## src/rtl/mat_pkg.sv

```systemverilog
// Shared constants and state encoding for the 2x2 matrix datapath
// (operand loader, multiplier and later stages).
package mat_pkg;
    localparam int unsigned ELEM_W    = 8;
    localparam int unsigned N         = 2;
    localparam int unsigned MAT_W     = N * N * ELEM_W;
    localparam int unsigned FRAME_LEN = 2 * N * N;
    localparam int unsigned IDX_W     = $clog2(FRAME_LEN);
    localparam int unsigned OPS_W     = 2 * MAT_W;
    localparam int unsigned ERR_CNT_W = 8;

    typedef enum logic [1:0] {
        LOAD = 2'd0,
        HOLD = 2'd1,
        SYNC = 2'd2
    } state_e;
endpackage

```

## src/rtl/mat_pack_reg.sv

```systemverilog
// 64-bit operand register with a byte-addressed write port.
// Slot 0 is the MSB byte (A00), slot FRAME_LEN-1 the LSB byte (B11).
module mat_pack_reg
    import mat_pkg::*;
(
    input  logic              clk,
    input  logic              rst_n,
    input  logic              i_we,
    input  logic [IDX_W-1:0]  i_idx,
    input  logic [ELEM_W-1:0] i_data,
    output logic [OPS_W-1:0]  o_ops
);
    logic [OPS_W-1:0] r_ops;

    always_ff @(posedge clk or negedge rst_n) begin
        if (!rst_n) begin
            r_ops <= '0;
        end else if (i_we) begin
            for (int unsigned s = 0; s < FRAME_LEN; s++) begin
                if (i_idx == IDX_W'(s)) begin
                    r_ops[OPS_W-1-ELEM_W*s -: ELEM_W] <= i_data;
                end
            end
        end
    end

    assign o_ops = r_ops;
endmodule

```

## src/rtl/mat_operand_loader.sv

```systemverilog
// Byte-serial frame loader feeding packed A/B operands to the 2x2 multiplier,
// with framing-error detection and a saturating error counter.
module mat_operand_loader
    import mat_pkg::*;
(
    input  logic                 clk,
    input  logic                 rst_n,
    input  logic [ELEM_W-1:0]    in_data,
    input  logic                 in_valid,
    input  logic                 in_last,
    output logic                 in_ready,
    output logic [MAT_W-1:0]     out_a,
    output logic [MAT_W-1:0]     out_b,
    output logic                 out_valid,
    input  logic                 out_ready,
    output logic                 err,
    output logic [ERR_CNT_W-1:0] err_cnt
);
    state_e               r_state;
    logic [IDX_W-1:0]     r_idx;
    logic                 r_in_ready;
    logic                 r_out_valid;
    logic                 r_err;
    logic [ERR_CNT_W-1:0] r_err_cnt;

    state_e               w_state_nxt;
    logic [IDX_W-1:0]     w_idx_nxt;
    logic                 w_err_nxt;
    logic                 w_we;
    logic                 w_xfer;
    logic                 w_last_slot;
    logic [OPS_W-1:0]     w_ops;

    assign w_xfer      = in_valid & r_in_ready;
    assign w_last_slot = (r_idx == IDX_W'(FRAME_LEN - 1));

    // Next-state, index and error decode
    always_comb begin
        w_state_nxt = r_state;
        w_idx_nxt   = r_idx;
        w_err_nxt   = 1'b0;
        w_we        = 1'b0;
        case (r_state)
            LOAD: begin
                if (w_xfer) begin
                    w_we = 1'b1;
                    if (w_last_slot) begin
                        w_idx_nxt = '0;
                        if (in_last) begin
                            w_state_nxt = HOLD;
                        end else begin
                            w_err_nxt   = 1'b1;
                            w_state_nxt = SYNC;
                        end
                    end else if (in_last) begin
                        w_err_nxt = 1'b1;
                        w_idx_nxt = '0;
                    end else begin
                        w_idx_nxt = r_idx + IDX_W'(1);
                    end
                end
            end
            HOLD: begin
                if (out_ready) begin
                    w_state_nxt = LOAD;
                end
            end
            SYNC: begin
                // Drop bytes until the producer's end-of-frame realigns us
                if (w_xfer && in_last) begin
                    w_state_nxt = LOAD;
                    w_idx_nxt   = '0;
                end
            end
            default: begin
                w_state_nxt = LOAD;
                w_idx_nxt   = '0;
            end
        endcase
    end

    // Handshake flags are registered from the next state so neither
    // in_ready nor out_valid depends combinationally on out_ready.
    always_ff @(posedge clk or negedge rst_n) begin
        if (!rst_n) begin
            r_state     <= LOAD;
            r_idx       <= '0;
            r_in_ready  <= 1'b1;
            r_out_valid <= 1'b0;
            r_err       <= 1'b0;
            r_err_cnt   <= '0;
        end else begin
            r_state     <= w_state_nxt;
            r_idx       <= w_idx_nxt;
            r_in_ready  <= (w_state_nxt != HOLD);
            r_out_valid <= (w_state_nxt == HOLD);
            r_err       <= w_err_nxt;
            if (w_err_nxt && (r_err_cnt != '1)) begin
                r_err_cnt <= r_err_cnt + ERR_CNT_W'(1);
            end
        end
    end

    mat_pack_reg u_pack (
        .clk    (clk),
        .rst_n  (rst_n),
        .i_we   (w_we),
        .i_idx  (r_idx),
        .i_data (in_data),
        .o_ops  (w_ops)
    );

    assign in_ready  = r_in_ready;
    assign out_valid = r_out_valid;
    assign err       = r_err;
    assign err_cnt   = r_err_cnt;
    assign out_a     = w_ops[OPS_W-1:MAT_W];
    assign out_b     = w_ops[MAT_W-1:0];
endmodule

```

## config.mk

```make
export PLATFORM = sky130hd
export DESIGN_NAME = mat_operand_loader
export DESIGN_NICKNAME = d
export VERILOG_FILES = /design/src/rtl/mat_pkg.sv /design/src/rtl/mat_pack_reg.sv /design/src/rtl/mat_operand_loader.sv
export SDC_FILE = /design/constraint.sdc
export NUM_CORES = 1
export LEC_CHECK = 0
export BUFFER_PORTS_ARGS = -buffer_cell sky130_fd_sc_hd__buf_2
export CAP_MARGIN = 0
export CORE_UTILIZATION = 55
export CTS_BUF_LIST = sky130_fd_sc_hd__clkbuf_2 sky130_fd_sc_hd__clkbuf_4 sky130_fd_sc_hd__clkbuf_8
export DETAILED_ROUTE_END_ITERATION = 8
export PLACE_DENSITY = 0.91
export SLEW_MARGIN = 0
export SYNTH_ARGS = -nofsm -noshare
export SYNTH_HDL_FRONTEND = slang
export SYNTH_SLANG_ARGS = --single-unit
```

## constraint.sdc

```tcl
create_clock -name clk -period 4.05 [get_ports clk]
set_input_delay 0.6075 -clock clk [delete_from_list [all_inputs] [get_ports clk]]
set_output_delay 0.6075 -clock clk [all_outputs]
set_load 0.02 [all_outputs]
```

* Yosys cells after proc, flatten, opt, wreduce, memory -nomap -nowiden
Index checks and enable logic that the tools add are counted.
Storage, ports and cells: word-level logic and storage cells 63, register bits 80, output and inout bits 75, bits of input ports 13
Operators by class: equality and inequality tests 14, add/sub/neg operators 2, bitwise operators 2, mux-type cells 18, reductions and logical operators 13
Operator list (count):
- AND reduction 2 bit | 8
- equality test 3 bit, second input constant | 4
- two-way mux 3 bit | 4
- two-way mux 2 bit | 5
- case mux 3 bit (3 select lines) | 1
- adder 8 x 1 -> 8 bit, second input constant | 1
- inequality test 8 bit, second input constant | 1
- two-way mux 1 bit | 7
- equality test 3 x 2 -> 1 bit, second input constant | 2
- case mux 2 bit (3 select lines) | 1
- equality test 2 x 1 -> 1 bit, second input constant | 2
- inequality test 2 bit, second input constant | 2
- adder 3 x 1 -> 3 bit, second input constant | 1
- equality test 3 x 1 -> 1 bit, second input constant | 1
- logical NOT 3 bit | 1
- AND reduction 3 bit | 1
- equality test 2 bit, second input constant | 1
- logical AND 1 bit | 2
- logical NOT 2 bit | 1
- inequality test 2 x 1 -> 1 bit, second input constant | 1
- bitwise AND 1 bit | 1
- NOT 1 bit | 1

* Longest topological paths before layout
Gate-level depths: netlist (run 1).
depth after elaboration 5, gate-level depth with buffers 6, gate-level depth less buffers 6

* Modules after synthesis
From an unflattened synthesis (run 1), not the netlist that was laid out.
Second synthesis, totals: cells, all modules 208, area total of the unflattened synthesis 3223.1 um^2
Modules (own cells, without submodules):
- mat_pack_reg | times used 1, area each 2452.4 um^2, seq. area each 1601.5 um^2, cells an instance 143
- mat_operand_loader | times used 1, area each 770.7 um^2, seq. area each 401.6 um^2, cells an instance 65

* Worst setup path before layout (run 1)
Ideal clock, no wire load.
path kind register to register, start register r_idx[0], end register r_err_cnt[7], in the netlist err_cnt[7], stages on the path, launching flop included 7, setup time 128 ps, data required time 3922 ps, arrival 1758 ps, period minus slack after synthesis 1886 ps, path buffers 0, slack 2164 ps, path through dfrtp_1 ha_1 ha_1 xor2_1 nand2_4 nor4_2 mux2_1
Between the ends: word-level cells in the longest chain between the ends 5
RTL lines:
- start, declared | line mat_operand_loader.sv:20 | logic [IDX_W-1:0] r_idx;
- start signal, assigned | line mat_operand_loader.sv:94 | r_idx <= w_idx_nxt;
- equality test 3 bit | line mat_operand_loader.sv:35 | assign w_last_slot = (r_idx == IDX_W'(FRAME_LEN - 1));
- two-way mux 1 bit | line mat_operand_loader.sv:47 | if (w_last_slot) begin
- two-way mux 1 bit | line mat_operand_loader.sv:45 | if (w_xfer) begin
- two-way mux 1 bit | line mat_operand_loader.sv:43 | case (r_state)
- logical AND 1 bit | line mat_operand_loader.sv:98 | if (w_err_nxt && (r_err_cnt != '1)) begin
- end signal, assigned | line mat_operand_loader.sv:99 | r_err_cnt <= r_err_cnt + ERR_CNT_W'(1);
- end, declared | line mat_operand_loader.sv:24 | logic [ERR_CNT_W-1:0] r_err_cnt;
No other way between the ends. A chain may end at the register's enable or synchronous reset.

* Worst setup path after layout (run 1)
Same ends and word-level chain as after synthesis.

==> impl_summary.md, run 1 <==
Clock tree
The tree built by TritonCTS fans out to 80 sinks. In this run the number of H-tree levels came out at 3. The tree is rooted in a sky130_fd_sc_hd__clkbuf_8. The number of buffers added to fix hold violations after cts is 0.

The number of buffers created by CTS is 9. The CTS clock-pin slew for the worst setup and hold paths is around 0.08 ns. Post-CTS repair changed the size of 0 cells. The clock insertion delay at the later pin of the skew report is between 0.3 and 0.4 ns. The clock passes through at most 2 buffers. The CTS tree is yes. The post-CTS repair timing setup buffer count is 0.

Worst setup path
Grouping stages by cell kind, the critical path spends the most delay in adder cells. The largest single stage delay on the critical path is between 0.4 and 0.5 ns. The type of element capturing the critical path is a flop.

Together, buffers and inverters on the worst path number 0. The standard cell with the maximum stage delay on the critical path is sky130_fd_sc_hd__dfrtp_1. The critical path goes through ha_1 -> ha_1 -> xor2_1 -> nand2_4 -> nor4_2 -> mux2_1.

The critical path required time is ~4.3 ns. The cell type with the highest occurrence count on the critical path is sky130_fd_sc_hd__ha_1. The type of the setup path with the least slack is reg2reg. For the worst setup path, the data arrival time is 2.31 ns. The kind of launch point of the worst setup path is a flop. The biggest fanout along the worst timing path is 8.

Final layout
The share of layout cells above drive strength 1 is between 50% and 60%. The post-route core utilization is between 70% and 80%. Once layout is done, the placed cells without fillers occupy around 4000 um2. The count of cells in the finished layout, fillers not included, comes to 385. 0 antenna diodes ended up in the layout. From synthesis to final layout, the design area changed by 22.34%. The net count of the finished layout is between 300 and 400.

Yosys
Measured against the total synthesized area, the mux share comes to around 24%. The main flop type after synthesis is sky130_fd_sc_hd__dfrtp_1. The number of nets in the synthesized netlist is approximately 230. In this run the cell area of the synthesized design comes to 3237 um2. The synthesized netlist devotes between 1 and 1.5% of its cell area to compound gates. Synthesis produced 211 cells. Of all flip-flops after synthesis, the portion carrying an async set or reset was 100.0%.

Yosys mapped the design onto 28 distinct sky130hd cell types. The register area share after synthesis is just over 60%. After synthesis, the largest family of logic cells by area is multiplexers.

Summed over all instances, the cell type with the most area after synthesis is sky130_fd_sc_hd__dfrtp_1. Dividing the synthesized area by the synthesized cell count gives 15.34 um2. Of the post-synthesis cell area, the dominant cell type holds about three fifths. During synthesis, Yosys emitted a total of 0 warnings.

By area the synthesized netlist is led by sky130_fd_sc_hd__dfrtp_1 (61%), sky130_fd_sc_hd__mux2_2 (24%), sky130_fd_sc_hd__ha_1 (2.7%). The synthesized netlist devotes under 10% of its cell area to adder and majority cells. The parity-gate share of the synthesized area counting xor and xnor cells is 1.624%. Counting flops and latches in the post-synthesis netlist gives 80. The simple-gate share of the synthesized area is between 6 and 7%. The number of flops mapped to enable cells by yosys is 0.

Timing
The final critical path time including I/O delays and setup is 2.080 ns. Setup repair after global routing left no endpoint under its margin. Once routing completed, OpenROAD measured the worst setup slack at between 1.5 and 2 ns. The final-report hold violation count is 0. Final hold analysis gives a worst-case slack of roughly 0.40 ns. The count of final setup violators is 0. The share of the clock period used by the worst path after layout is roughly half. The slew of the pin with the lowest slew margin is roughly 0.97 ns. Based on the critical path, the design can be clocked at up to slightly below 0.5 GHz. The final number of max-transition violations is 0.

The worst max-slew margin expressed relative to the limit is ~35%. The setup TNS is 0 ns. On the final layout, the worst clock skew is 0.01565 ns.

Placed design
Detailed placement ended at an HPWL of 4753 um. The number of cells after detailed placement is roughly 370. The instance area at placement is approximately 3800 um2. Input and output buffers added on the ports amount to 87. OpenSTA, run right after detailed placement, puts the worst setup slack at between 1.5 and 2 ns. The placer's final routability congestion estimate is between 0.7 and 0.8.

Power
IR analysis of the VDD net gives a maximum drop of 0.5209 mV. After layout, the design draws a total of between 3 and 4 mW. The fraction of power spent switching nets is 39.40%. The cell-internal power is between 1.5 and 2 mW.

Summed over all nets, the switching power comes to about 1.3 mW. The part of the power in combinational logic is a little under 40%. The static leakage power is approximately 2.0 nW. In this run the power density over the cells is between 800 and 900 nW/um2. The sequential power share is a little over two fifths.

The clock network accounts for a little under a fifth of the total power.

Global route
The via count of the first global-routing pass is around 2,100. In the global route stage, met1 resource usage came out at a little over a quarter. The initial antenna violation count was 0. The routing layer with the top usage in global route is met2.

Global routing used between 40% and 50% of the available met2 tracks. The overall routing resource usage is approximately a quarter. Summed over all layers, the global routing overflow is 0.

For this run, global-route usage on met3 was measured as between 7 and 8%. The pin count of the biggest net entering global routing is between 80 and 90. The first-pass GRT wire length is between 10,000 and 15,000 um.

Routing
The number of design-rule violations left by the first detailed-router iteration is between 100 and 150. The residual DRC count is 0. The total routed wirelength is 6864 um. The total number of vias is between 2,000 and 2,500.

The number of antenna-violating nets in the routed design is 0. The per-cell routed wire length is ~18 um. The total iterations of the first detailed-routing run is 4. In the routed layout, each cell is associated on average with a via count of between 5 and 6.

Status
The run finished with clean final reports.

Job
The count of max-cap constraint violations is 0.

Die
The total core area is 5574 um2. The count of boundary I/O pins is between 80 and 90. Row generation in the floorplan step produced 27 rows. The floorplan step set the die width to 78.72 um. The area enclosed by the die boundary is about 6200 um2. The initial utilization of the core area, before any placement, comes to between 50% and 60%. The die is slightly below 80 um tall.

Min path
The kind of path behind the tightest hold check is in2async.
==> layout make-up <==
type	count	area, um2
Sequential cell	80	2003
Fill cell	382	1614
Multi-Input combinational cell	121	1192
Timing Repair Buffer	87	437.9
Clock buffer	9	123.9
Tap cell	72	90.09
Clock inverter	7	78.83
Inverter	9	33.78
==> synthesized netlist by cell type (all sizes together) (2+ instances only) <==
master / count
a21oi: 2
dfrtp: 79
nand2: 8
nand3: 8
inv: 9
nor4: 2
nor2: 6
xor2: 6
ha: 7
mux2: 69
nor3: 2
==> final timing paths <==
path,from,end,slack (ns),cells after the start
hold reg to reg,err_cnt[5]$_DFFE_PN0P_,err_cnt[5]$_DFFE_PN0P_,0.50,1
min in group clk,err_cnt[5]$_DFFE_PN0P_,err_cnt[5]$_DFFE_PN0P_,0.50,1
setup / recovery,r_idx[0]$_DFFE_PN0P_,err_cnt[7]$_DFFE_PN0P_,1.97,6
max in group asynchronous,rst_n,err_cnt[1]$_DFFE_PN0P_,3.02,1
hold / removal,rst_n,r_state[1]$_DFF_PN0_,0.40,1
setup reg to reg,r_idx[0]$_DFFE_PN0P_,err_cnt[7]$_DFFE_PN0P_,1.97,6
==> registers in the layout, indices dropped and copies added (netlist names) <==
name,cells
r_idx,3
err,1
out_valid,1
in_ready,1
err_cnt,8
u_pack.o_ops,64
r_state,2
==> placed cells by master (no fill, tap or decap) <==
cell                        Yosys  layout
sky130_fd_sc_hd__a311oi_1       1       1
sky130_fd_sc_hd__nand3_1        2       2
sky130_fd_sc_hd__o21ai_0        1       1
sky130_fd_sc_hd__mux2_1         1       1
sky130_fd_sc_hd__nand2_4        1       1
sky130_fd_sc_hd__mux2i_1        1       1
sky130_fd_sc_hd__clkinv_4       0       3
sky130_fd_sc_hd__dfrtp_1       79      79
sky130_fd_sc_hd__a32oi_1        1       1
sky130_fd_sc_hd__buf_4          1       1
sky130_fd_sc_hd__or4_1          1       1
sky130_fd_sc_hd__o211ai_1       1       1
sky130_fd_sc_hd__inv_6          0       2
sky130_fd_sc_hd__nor4b_2        1       1
sky130_fd_sc_hd__nor3b_1        1       1
sky130_fd_sc_hd__clkinv_2       0       1
sky130_fd_sc_hd__nor2_1         6       6
sky130_fd_sc_hd__ha_1           7       7
sky130_fd_sc_hd__nand2_1        7       7
sky130_fd_sc_hd__a31oi_1        1       1
sky130_fd_sc_hd__a21oi_1        2       2
sky130_fd_sc_hd__mux2_2        68      68
sky130_fd_sc_hd__and4bb_1       1       1
sky130_fd_sc_hd__nor3_2         1       1
sky130_fd_sc_hd__dfstp_2        1       1
sky130_fd_sc_hd__xor2_1         6       6
sky130_fd_sc_hd__nor3_1         1       1
sky130_fd_sc_hd__buf_2          0      86
sky130_fd_sc_hd__nor4_2         2       2
sky130_fd_sc_hd__nand3_2        6       6
sky130_fd_sc_hd__or2_2          1       1
sky130_fd_sc_hd__bufinv_16      0       1
sky130_fd_sc_hd__clkbuf_8       0       9
sky130_fd_sc_hd__inv_1          9       9
==> layer usage <==
layer / share of wire [%] / wire [um] / vias up
met5: 0 / 0 / -
met4: 3.8 / 259 / 0
met3: 5.6 / 382 / 21
met2: 51 / 3525 / 71
met1: 39 / 2696 / 1036
li1: - / - / 949
==> power groups by stage <==
| stage | Clock, mW | Sequential, mW | Combinational [mW] |
|---|---|---|---|
| after floorplan | 0 | 1.74 | 0.398 |
| after global placement | 0 | 1.33 | 1.24 |
| after detailed placement | 0 | 1.35 | 1.28 |
| after CTS | 0.603 | 1.34 | 1.29 |
| after global routing | 0.639 | 1.38 | 1.35 |
| final | 0.597 | 1.34 | 1.28 |
==> kinds of logic after synthesis <==
group,Yosys count
flops,80
buf+inv,10
xor+xnor,6
mux,70
compound gates,7
fa+ha+maj,7
simple gates,31
Note: power is estimated with default switching activity, not from simulation.
==> run 2: changes to the inputs <==
--- a/config.mk
+++ b/config.mk
@@ -7,10 +7,10 @@
 export LEC_CHECK = 0
 export BUFFER_PORTS_ARGS = -buffer_cell sky130_fd_sc_hd__buf_2
 export CAP_MARGIN = 0
-export CORE_UTILIZATION = 55
+export CORE_UTILIZATION = 49
 export CTS_BUF_LIST = sky130_fd_sc_hd__clkbuf_2 sky130_fd_sc_hd__clkbuf_4 sky130_fd_sc_hd__clkbuf_8
 export DETAILED_ROUTE_END_ITERATION = 8
-export PLACE_DENSITY = 0.91
+export PLACE_DENSITY = 0.86
 export SLEW_MARGIN = 0
 export SYNTH_ARGS = -nofsm -noshare
 export SYNTH_HDL_FRONTEND = slang
==> constraint.sdc (replaced) <==
create_clock -name clk -period 1.7 [get_ports clk]
set_input_delay 0.255 -clock clk [delete_from_list [all_inputs] [get_ports clk]]
set_output_delay 0.255 -clock clk [all_outputs]
set_load 0.02 [all_outputs]
==> run 2 against run 1 <==
Compared with the run above:
- global-route usage is 2.3 points lower
- die area is 12% higher
- hold slack worse by 0.21 ns
- cell count is 4.9% higher
- total power is 140% higher
- combinational power is 150% higher
- sequential power is 130% higher
- setup slack worse by 2.0 ns
- sequential share of layout area is 2.8 points lower
- cell area is 5.9% higher
- sequential cell count stayed put
- largest cell class unchanged
- largest power group unchanged
- highest routed layer unchanged
==> impl_summary.md, run 2 (synthesized netlist as in run 1, its figures left out) <==
Status
The run finished with clean final reports.

Final layout
Measured on the finished design, the core utilization comes to around two thirds. Fill cells in the final layout number roughly 470. The share of layout cells above drive strength 1 is 61.77%. The number of inserted diodes is 0.

In the final layout, flip-flops and latches occupy around 2000 um2. The register with the most flip-flops in the layout has 64 of them. Leaving out fill and tap cells, the most frequent cells in the layout are sky130_fd_sc_hd__buf_2 (86), sky130_fd_sc_hd__dfrtp_1 (79), sky130_fd_sc_hd__mux2_2 (67).

The multi-input combinational cells in the finished layout cover a total of roughly 1300 um2. Leaving out fill and tap cells, the most frequent cell in the layout is sky130_fd_sc_hd__buf_2. The final layout net count is about 340.

The area growth from synthesis to layout is 29.53%. Once layout is complete, the cells apart from fillers number about 400. The design area is between 4000 and 5000 um2.

Worst setup path
The biggest fanout along the worst timing path is 8. STA classifies the critical path startpoint as a flop. The type of element capturing the critical path is a flop. Traced cell by cell, the critical path runs through ha_2 -> ha_4 -> xor2_2 -> nand2_4 -> nor4_4 -> mux2_4.

For the worst setup path, the data required time is slightly below 2 ns. The slowest stage of the critical path is the sky130_fd_sc_hd__dfrtp_1 cell. The arrival time at the worst endpoint is between 1.5 and 2 ns.

The critical path is of the reg2reg type. The stage delay of the slowest cell on the critical path is 0.40 ns.

Global route
Entering global routing, the biggest net connects 48 pins. The total grt overflow is 0. The first-pass GRT wire length is around 12,000 um.

The initial antenna violation count is 0. The via count of the first global-routing pass is 2,301. Across every metal layer, demand over resource in global routing totals between 20% and 30%.

Clock tree
In this run the number of H-tree levels came out at 3. The clock insertion delay at the later pin of the skew report is ~0.36 ns. The CTS clock-pin slew for the worst setup and hold paths is ~0.08 ns. The tree built by TritonCTS fans out to 80 sinks. In this run the clock root is driven by a sky130_fd_sc_hd__clkbuf_8.

The maximum clock path buffer count is 2. The CTS tree is yes. The number of buffers created by CTS is 9.

Timing
The final worst clock skew is 0.01178 ns. Setup violations remaining at the end of the flow were counted as 0. The maximum clock frequency is between 0.5 and 0.6 GHz.

The slew of the pin with the lowest slew margin is approximately 0.46 ns. The worst path in the final design needs a cycle of about 1.7 ns, including I/O delays and setup. The final-report hold violation count was 0. Setup repair after global routing could not meet its margin everywhere. The share of the clock period used by the worst path after layout is 99.70%.

The final number of max-transition violations was 0. The setup TNS is 0 ns. The worst max-slew margin expressed relative to the limit is between 60% and 70%. Setup slack closes at 0.005021 ns.

Job
Across the run, the number of max-cap violations was 0.

Routing
Wires add up to between 6000 and 7000 um. The count of nets left with antenna violations once routing finished came out at 0. The per-cell routed wire length is 17.30 um. Across all layers, the routed design uses approximately 2,200 vias.

The residual DRC count is 0. For this run, the detailed router's first-pass iteration total came to 4. After the first detailed-routing iteration, the DRC count stood at ~100. After detailed routing, the number of vias per cell comes to roughly 5.4.

Min path
The worst hold path belongs to the class in2reg.

Placed design
Port buffering added a little under 90 buffers. The placed wire-length estimate is about 5000 um. The pre-CTS setup slack is -0.04173 ns. The congestion estimate from routability-driven global placement came to ~0.8. The instance area at placement is between 3000 and 4000 um2. Including well taps, the total number of placed cells is slightly below 400.

Die
The area enclosed by the die boundary is between 6000 and 7000 um2. The die is about 83 um wide. The standard-cell row count is 29. In this run the count of I/O pins placed on the die edge is 88.

In this run the standard cell core region covers about 6300 um2. From bottom edge to top edge, the die measures between 80 and 90 um. For this configuration, the core starts out at a cell density of about half.

Power
In this run, flip-flops and latches consume about two fifths of the power. In this run the power density over the cells is between 1500 and 2000 nW/um2. The net load switching power is ~3.0 mW.

The cell-internal power is roughly 4.8 mW. Combinational cells account for about 40% of the total power. The highest ir drop seen on vdd is roughly 1.1 mV. The clock network is responsible for a little under a fifth of the overall power.

In this run the static leakage power is 2.122 nW. The fraction of power spent switching nets is about two fifths.
[run 2: cell types whose count changed in the layout (fill, tap and decap cells not counted), moves of 2 or more]
| cell | previous run | this run |
|---|---|---|
| sky130_fd_sc_hd__buf_4 | 1 | 12 |
| sky130_fd_sc_hd__nand3_2 | 6 | 2 |
| sky130_fd_sc_hd__nand3_4 | 0 | 4 |
| sky130_fd_sc_hd__buf_12 | 0 | 2 |
| sky130_fd_sc_hd__ha_1 | 7 | 5 |
| sky130_fd_sc_hd__mux2_4 | 0 | 2 |
[run 2: worst paths after layout]
path,start,cells past startpoint,to,slack (ns)
worst max register to register,r_idx[1]$_DFFE_PN0P_,6,err_cnt[7]$_DFFE_PN0P_,0.005
min in group asynchronous,rst_n,2,u_pack.o_ops[18]$_DFFE_PN0P_,0.39
worst max-delay path,r_idx[1]$_DFFE_PN0P_,6,err_cnt[7]$_DFFE_PN0P_,0.005
worst min-delay path,in_valid,2,r_state[1]$_DFF_PN0_,0.19
max in group asynchronous,rst_n,3,u_pack.o_ops[59]$_DFFE_PN0P_,0.73
worst min register to register,err_cnt[5]$_DFFE_PN0P_,1,err_cnt[5]$_DFFE_PN0P_,0.50
[run 2: final cells by class]
cell class	instances	area share [%]
Timing Repair Buffer	101	13.61
Sequential cell	80	47.78
Inverter	9	0.8057
Clock inverter	6	1.820
Clock buffer	10	3.283
Tap cell	77	2.298
Multi-Input combinational cell	121	30.41
[run 2: power groups by stage]
stage / registers (mW) / logic, mW / clock network [mW]
floorplan: 4.14 / 0.954 / 0
global placement: 3.12 / 3.03 / 0
detailed placement: 3.18 / 3.11 / 0
CTS: 3.14 / 3.12 / 1.50
global route: 3.24 / 3.34 / 1.60
finish: 3.14 / 3.14 / 1.48
[run 2: repair_timing]
item / 4_1_cts / 5_1_grt
hold buffers: 1 / 0
setup endpoints to repair: 3 / 32
hold endpoints to repair: 32 / 0
pin swaps: 2 / 2
buffers inserted: 1 / 1
gates resized for setup: 1 / 10
[run 2: per-stage QoR]
| step | power (mW) | hold WS [ns] |
|---|---|---|
| final | 7.760 | 0.1926 |
| after global routing | 8.185 | 0.1916 |
| after CTS | 7.765 | 0.1836 |
| after detailed placement | 6.284 | 0.2397 |
| after global placement | 6.143 | 0.2304 |
| after floorplan | 5.093 | -0.04059 |
[run 2: per-layer routing]
layer  vias to the layer above  global-route usage (%)  part of all wire (%)
met5                         -                       0                     0
met4                         0                   9.248                   2.7
met3                        20                   6.859                   4.6
met2                        57                   38.30                    53
met1                      1125                   24.87                    39
li1                        977                       -                     -
[run 2: critical path: cells and delay by family, from the launching register on]
kind / cells / cell delay, ns
DFF: 1 / 0.40
adders and majority gates: 2 / 0.39
muxes: 1 / 0.32
and+or+nand+nor: 2 / 0.30
xor gates and xnor gates: 1 / 0.16
